<file path="src/rtl/life_pkg.sv">
// Shared definitions for the serial Game of Life cell:
// neighbourhood size, default B3/S23 rule masks, FSM states and rule lookup.
package life_pkg;

    localparam int NEIGHBOR_COUNT = 8;

    localparam logic [8:0] DEFAULT_BIRTH   = 9'b000001000;
    localparam logic [8:0] DEFAULT_SURVIVE = 9'b000001100;

    typedef enum logic {
        COLLECT = 1'b0,
        PRESENT = 1'b1
    } state_e;

    function automatic logic apply_rule(
        input logic       alive,
        input logic [3:0] count,
        input logic [8:0] birth,
        input logic [8:0] survive
    );
        apply_rule = alive ? survive[count] : birth[count];
    endfunction

endpackage

</file>
<file path="src/rtl/neighbor_serial_counter.sv">
// Accumulates serial neighbour beats, tracks the beat index,
// checks NBR_LAST framing and flags the eighth accepted beat.
module neighbor_serial_counter
    import life_pkg::*;
(
    input  logic       clk,
    input  logic       rst,
    input  logic       clr,
    input  logic       beat,
    input  logic       nbr_bit,
    input  logic       nbr_last,
    output logic       done,
    output logic [3:0] count,
    output logic       err
);

    localparam logic [2:0] LAST_IDX = 3'(NEIGHBOR_COUNT - 1);

    logic [3:0] acc_q, acc_d;
    logic [2:0] idx_q, idx_d;
    logic       err_q, err_d;
    logic       is_last;

    always_comb begin
        is_last = (idx_q == LAST_IDX);
        count   = acc_q + {3'b000, nbr_bit};
        done    = beat && is_last;
        acc_d   = acc_q;
        idx_d   = idx_q;
        err_d   = err_q;
        if (beat) begin
            // Framing is fixed at eight beats; LAST only feeds the error flag
            if (nbr_last != is_last) begin
                err_d = 1'b1;
            end
            if (is_last) begin
                acc_d = 4'd0;
                idx_d = 3'd0;
            end else begin
                acc_d = count;
                idx_d = idx_q + 3'd1;
            end
        end
        if (clr) begin
            acc_d = 4'd0;
            idx_d = 3'd0;
        end
    end

    always_ff @(posedge clk) begin
        if (rst) begin
            acc_q <= 4'd0;
            idx_q <= 3'd0;
            err_q <= 1'b0;
        end else begin
            acc_q <= acc_d;
            idx_q <= idx_d;
            err_q <= err_d;
        end
    end

    assign err = err_q;

endmodule

</file>
<file path="src/rtl/life_cell_serial.sv">
// Game of Life cell fed by a serial neighbour stream; each completed
// update is held on an output handshake with a generation counter.
module life_cell_serial
    import life_pkg::*;
#(
    parameter logic [8:0] BIRTH_MASK   = DEFAULT_BIRTH,
    parameter logic [8:0] SURVIVE_MASK = DEFAULT_SURVIVE,
    parameter int         GEN_WIDTH    = 16
) (
    input  logic                 CLK,
    input  logic                 RST,
    input  logic                 LOAD,
    input  logic                 LOAD_VALUE,
    input  logic                 NBR_VALID,
    input  logic                 NBR_BIT,
    input  logic                 NBR_LAST,
    output logic                 NBR_READY,
    output logic                 UPD_VALID,
    input  logic                 UPD_READY,
    output logic                 UPD_CHANGED,
    output logic                 ALIVE,
    output logic [3:0]           COUNT,
    output logic [GEN_WIDTH-1:0] GEN,
    output logic                 ERR
);

    state_e               state_q, state_d;
    logic                 alive_q, alive_d;
    logic                 changed_q, changed_d;
    logic [3:0]           count_q, count_d;
    logic [GEN_WIDTH-1:0] gen_q, gen_d;

    logic       nbr_ready;
    logic       upd_valid;
    logic       beat;
    logic       done;
    logic       new_alive;
    logic [3:0] nbr_count;

    assign beat = NBR_VALID && nbr_ready;

    neighbor_serial_counter u_counter (
        .clk      (CLK),
        .rst      (RST),
        .clr      (LOAD),
        .beat     (beat),
        .nbr_bit  (NBR_BIT),
        .nbr_last (NBR_LAST),
        .done     (done),
        .count    (nbr_count),
        .err      (ERR)
    );

    always_ff @(posedge CLK) begin
        if (RST) begin
            state_q <= COLLECT;
        end else begin
            state_q <= state_d;
        end
    end

    always_comb begin
        state_d = state_q;
        case (state_q)
            COLLECT: if (done) state_d = PRESENT;
            PRESENT: if (UPD_READY) state_d = COLLECT;
            default: state_d = COLLECT;
        endcase
        if (LOAD) begin
            state_d = COLLECT;
        end
    end

    always_comb begin
        nbr_ready = 1'b0;
        upd_valid = 1'b0;
        case (state_q)
            COLLECT: nbr_ready = !LOAD && !RST;
            PRESENT: upd_valid = 1'b1;
            default: nbr_ready = 1'b0;
        endcase
    end

    always_comb begin
        new_alive = apply_rule(alive_q, nbr_count,
                               BIRTH_MASK, SURVIVE_MASK);
        alive_d   = alive_q;
        changed_d = changed_q;
        count_d   = count_q;
        gen_d     = gen_q;
        if (LOAD) begin
            alive_d   = LOAD_VALUE;
            changed_d = 1'b0;
            count_d   = 4'd0;
            gen_d     = '0;
        end else if (done) begin
            alive_d   = new_alive;
            changed_d = new_alive != alive_q;
            count_d   = nbr_count;
            gen_d     = gen_q + GEN_WIDTH'(1);
        end
    end

    always_ff @(posedge CLK) begin
        if (RST) begin
            alive_q   <= 1'b0;
            changed_q <= 1'b0;
            count_q   <= 4'd0;
            gen_q     <= '0;
        end else begin
            alive_q   <= alive_d;
            changed_q <= changed_d;
            count_q   <= count_d;
            gen_q     <= gen_d;
        end
    end

    assign NBR_READY   = nbr_ready;
    assign UPD_VALID   = upd_valid;
    assign UPD_CHANGED = changed_q;
    assign ALIVE       = alive_q;
    assign COUNT       = count_q;
    assign GEN         = gen_q;

endmodule

</file>
<file path="config.mk">
export PLATFORM = sky130hd
export DESIGN_NAME = life_cell_serial
export DESIGN_NICKNAME = d
export VERILOG_FILES = /design/src/rtl/life_pkg.sv /design/src/rtl/neighbor_serial_counter.sv /design/src/rtl/life_cell_serial.sv
export SDC_FILE = /design/constraint.sdc
export NUM_CORES = 1
export LEC_CHECK = 0
export ABC_AREA = 0
export ABC_CLOCK_PERIOD_IN_PS = 4000
export BUFFER_PORTS_ARGS = -buffer_cell sky130_fd_sc_hd__buf_2
export CAP_MARGIN = 20
export CORE_MARGIN = 10
export CORE_UTILIZATION = 34
export DETAILED_ROUTE_END_ITERATION = 10
export PLACE_DENSITY = 0.6
export SYNTH_ARGS = -nofsm -noshare
export SYNTH_HDL_FRONTEND = slang
export SYNTH_HIERARCHICAL = 1
export SYNTH_SLANG_ARGS = --single-unit
</file>
<file path="constraint.sdc">
create_clock -name CLK -period 4 [get_ports CLK]
set_clock_uncertainty 0.05 [all_clocks]
set_input_delay 0.8 -clock CLK [delete_from_list [all_inputs] [get_ports CLK]]
set_output_delay 0.8 -clock CLK [all_outputs]
set_load 0.05 [all_outputs]
</file>
# Yosys cells after proc, flatten, opt, wreduce, memory -nomap -nowiden
# Memory sizes are Yosys's and may differ from the RTL's.
# Index checks and enable logic that the tools add are counted.
word_totals:
  latchBits: 0
  ram_bits: 0
  inputBits: 8
  mem_count: 2
  rom_bits: 32
  reg_bits: 31
  wordCells: 38
mem_list:
  columns: ["name", "words", "width", "rd", "rd_ports_with_merged_regs", "wr", "line", "rtl"]
  rows:
  - ["(no name shown)", 16, 1, 1, 0, 0, "life_pkg.sv:21", "apply_rule = alive ? survive[count] : birth[count];"]
  - ["(no name shown)", 16, 1, 1, 0, 0, "life_pkg.sv:21", null]
op_classes:
  shift: 0
  reduce_logical: 8
  n_mux: 12
  n_mul: 0
  order_cmp: 1
  add_sub_neg: 3
  div: 0
  bitwise: 1
  n_eq_ne: 3
ops:
  columns: ["cell", "count"]
  rows:
  - ["$add 16x1->16 const B", 1]
  - ["$mux 1", 9]
  - ["$lt 4x5->1 const B", 1]
  - ["$add 4x1->4", 1]
  - ["$mux 4", 1]
  - ["$add 3x1->3 const B", 1]
  - ["$eq 3x3->1 const B", 1]
  - ["$logic_and 1x1->1", 3]
  - ["$mux 3", 1]
  - ["$logic_not 1->1", 2]
  - ["$ne 1x1->1", 2]
  - ["$pmux 1 s2", 1]
  - ["$reduce_and 2->1", 1]
  - ["$reduce_bool 2->1", 1]
  - ["$reduce_or 2->1", 1]
  - ["$not 1->1", 1]

# Longest topological paths before layout
logic_depth:
  ltp_word: 7
  ltp_mapped: 10

# Cells and area by module
# The synthesis kept the hierarchy.
by_module_without_submodules:
  columns: ["mod", "area_per_inst_um2", "n_inst", "cells_each"]
  rows:
  - ["life_cell_serial", 1049.8, 1, 115]
  - ["neighbor_serial_counter", 392.9, 1, 42]

# Least setup slack after synthesis
# Ideal clock, no wire load.
synth_path:
  kind: "input port to flip-flop"
  from: "input LOAD"
  to: "register gen_q[13], in the netlist GEN[13]"
  stages: 10
  t_arrival_ns: 3.372
  setup_time_ns: 0.072
  setup_slack_ns: 0.506
  cell_sequence: "or2_2 clkbuf_1 nor2_1 and2_1 and2_1 buf_2 nand4_2 buf_4 nor4_1 mux2i_1"
synth_via:
  elab_chain_cells: 5
  elab_cells_between_ends: 6
  cone_classes: "mux (1); reduce/logical (5)"
synth_rtl:
  columns: ["item", "line", "rtl"]
  rows:
  - ["start, declared", "life_cell_serial.sv:12", "input logic LOAD,"]
  - ["$logic_not 1->1", "life_cell_serial.sv:78", "COLLECT: nbr_ready = !LOAD && !RST;"]
  - ["$logic_and 1x1->1", "life_cell_serial.sv:78", null]
  - ["$mux 1", "life_cell_serial.sv:77", "case (state_q)"]
  - ["named net NBR_READY", "life_cell_serial.sv:17", "output logic NBR_READY,"]
  - ["$logic_and 1x1->1", "life_cell_serial.sv:40", "assign beat = NBR_VALID && nbr_ready;"]
  - ["named net beat", "life_cell_serial.sv:35", "logic beat;"]
  - ["$logic_and 1x1->1", "neighbor_serial_counter.sv:27", "done = beat && is_last;"]
  - ["named net done", "life_cell_serial.sv:36", "logic done;"]
  - ["end signal, assigned", "life_cell_serial.sv:114", "gen_q <= gen_d;"]
  - ["end, declared", "life_cell_serial.sv:31", "logic [GEN_WIDTH-1:0] gen_q, gen_d;"]
# The timed path passes the listed nets, and every way through them passes these cells.
# A chain may end at the register's enable or synchronous reset.

# Final worst setup path
layout_path:
  from: "input LOAD"
  to: "register gen_q[11], in the netlist GEN[11]"
layout_via:
  elab_chain_cells: 5
  elab_cells_between_ends: 6
  cone_classes: "mux (1); reduce/logical (5)"
layout_rtl:
  columns: ["item", "line"]
  rows:
  - ["$logic_not 1->1", "life_cell_serial.sv:78"]
  - ["$logic_and 1x1->1", "life_cell_serial.sv:78"]
  - ["$mux 1", "life_cell_serial.sv:77"]
  - ["$logic_and 1x1->1", "life_cell_serial.sv:40"]
  - ["named net beat", "life_cell_serial.sv:35"]
  - ["$logic_and 1x1->1", "neighbor_serial_counter.sv:27"]
  - ["named net done", "life_cell_serial.sv:36"]
# The timed path passes the listed nets, and every way through them passes these cells.

==> metrics <==
status complete, no violations; clock buffer depth 2; Reg clk slew, reported paths 70 ps; Distinct cells, synth 36; DRC errors left 0; Vias/cell 5.18; fin cells 241; Static Leak 0.000704 uW; max-cap violation count 0; Syn Area/Cell 9.19 um^2; Buffers on Ports 32; delay-heaviest family, CP simple AND/OR/NAND/NOR gates; antenna cell count 0; post-synthesis sequential area ratio 0.430; most common library cells after synthesis 31 x dfxtp_1, 17 x nor2_1, 14 x a21oi_1, 11 x nand2_1, 9 x mux2i_1; final critical-path share of the clock period 0.730; DRT iter0 DRCs 72; Critical Path RT 4170 ps; Power per Cell Area 376 nW/um^2; Worst Hold Margin 418 ps; # setup viols final 0; Mapped Area 1440 um^2; most frequent cell after synthesis dfxtp_1; relative slew slack 0.749; Die Span Y 85.1 um; H-tree depth 2; ys async rst share 0; busiest grt layer met2; Synth Flop Type dfxtp_1; Hold/Removal Path Class register to register; Overall Power 657 uW; CP bufs+invs 1; final hold violations 0; critical path class primary input to register; Final #Nets 204; Core Region 4060 um^2; Slew @ Worst Pin 373 ps; Max Clock Freq 343 MHz; Cells after Synth 157; met2 Resource Use GR 0.138; vias in the first global route 1,209; CP endpoint kind register; total die area 7250 um^2; Yosys top cell by area dfxtp_1; largest net degree at the start of global routing 19; # fillers 413; slowest stage delay, CP 570 ps; Clock Latency Late Sink 290 ps; GR Util met3 0.0535; Area Overhead vs Synth 21.2%; CTS hold repair buffers 0; I/O Pins 33; Reg2Reg Setup Slack 1880 ps; flops & latches, synth 31; wire per inst 13.9 um; Crit path arrival time 3090 ps; worst vdd ir 0.000238 V; Detailed Place HPWL 2520 um; setup TNS 0 ps; Post-synth EDFFs 0; share of post-route cells with drive strength above 1 0.251; GRT Total Usage 0.0941; post-route ant nets 0; CTS resizes 0; Sink Count 31; routability cong. 0.750; syn_nets 171; DRT Pass-1 Iters 4; TritonCTS buffer count 5; fin crit period 2920 ps; post-synth top area share 0.430; Starting Density 0.356; Worst path most repeated cell and2_1; Syn. warnings 6; met1 GRT Util 0.112; FP Rows 23; Setup Fix Bufs, Post-CTS 0; via count 1,249; Slew Limit Fails 0; first-pass GRT wire length 5640 um; Post-Route WL 3350 um; Die Wd 85.1 um; placed insts 233; top post-synthesis cells by area dfxtp_1 43%, mux2i_1 6.2%, ha_1 5.2%, a21oi_1 4.9%, nor2_1 4.4%; Critical Path Start Type primary input; CTS tree built; Critical Path, Cell by Cell buf_2 -> or2_2 -> nor2_1 -> and2_1 -> and2_1 -> nand4_2 -> or4_1 -> a21oi_1; grt total ovfl 0; initial antenna violation count 0; clock root buffer clkbuf_8; CP max stage cell or4_1; RSZ-0062 raised after global routing false; CP max FO 18
sequential cells by signal (all words and copies together) (netlist names):
register and cells:
GEN 16, COUNT 4, u_counter/acc_q 4, u_counter/idx_q 3
ALIVE 1, UPD_CHANGED 1, state_q 1, u_counter/err 1
cell families (layout without fill, tap and decap cells):
logic type	Yosys count	after routing	share of synthesized area
and+or+nand+nor	65	65	0.256
AOI/OAI and AO/OA	32	32	0.132
DFF	31	31	0.430
muxes	9	9	0.0624
buffers and inverters	8	42	0.0312
adders and majority gates	6	6	0.0520
xor gates and xnor gates	6	6	0.0364
routing by layer:
metal | up-vias | wire length (um)
met5 | - | 0
met2 | 31 | 1470
met4 | 0 | 40
met1 | 571 | 1580
met3 | 5 | 252
li1 | 642 | -
worst register-to-register path, cell delays in order (launching register included):
cell and delay (ps):
dfxtp_1 360, ha_1 200, ha_1 220, and2_1 260, nand4_2 250, or4_1 570
a21oi_1 140
final cells by class:
type / instances / area (um^2) / share of cell area
repair buffers: 33 / 168 / 0.0959
clock inverters: 2 / 35.0 / 0.0200
inverters: 1 / 3.75 / 0.00215
flip-flops and latches: 31 / 621 / 0.355
multi-input cells: 118 / 777 / 0.444
well taps: 50 / 62.6 / 0.0358
clock buffers: 6 / 82.6 / 0.0472
power breakdown:
part	internal [uW]	switching, uW	total [uW]
combinational	8.25	17.7	26.0
clock	201	119	320
sequential	310	0.950	311
placed cells by master, fill, tap and decap left out, types with 5 or more instances in the layout:
cell and n:
clkbuf_8 6, ha_1 6, or3_1 5, nor2_1 17, nand4_1 5, dfxtp_1 31, a21oi_1 14, nand3_1 5
buf_2 32, nand2_1 11, o21ai_0 6, mux2i_1 9
per-stage QoR:
step | setup slack [ps] | util | area, um^2
5_1_grt | 789 | 0.431 | 1750
2_1_floorplan | 506 | - | 1440
6_report | 1080 | 0.431 | 1750
3_3_place_gp | 845 | 0.402 | 1630
3_5_place_dp | 773 | 0.402 | 1630
4_1_cts | 1060 | 0.431 | 1750
path summary, 6_finish.rpt:
check | end | startpoint | cells after the start
max | GEN[11] | LOAD | 8
min | u_counter/idx_q[1] | u_counter/idx_q[1] | 2
max reg2reg | GEN[11] | u_counter/idx_q[0] | 6
min reg2reg | u_counter/idx_q[1] | u_counter/idx_q[1] | 2
No activity file was read; power rests on OpenSTA's default activity.
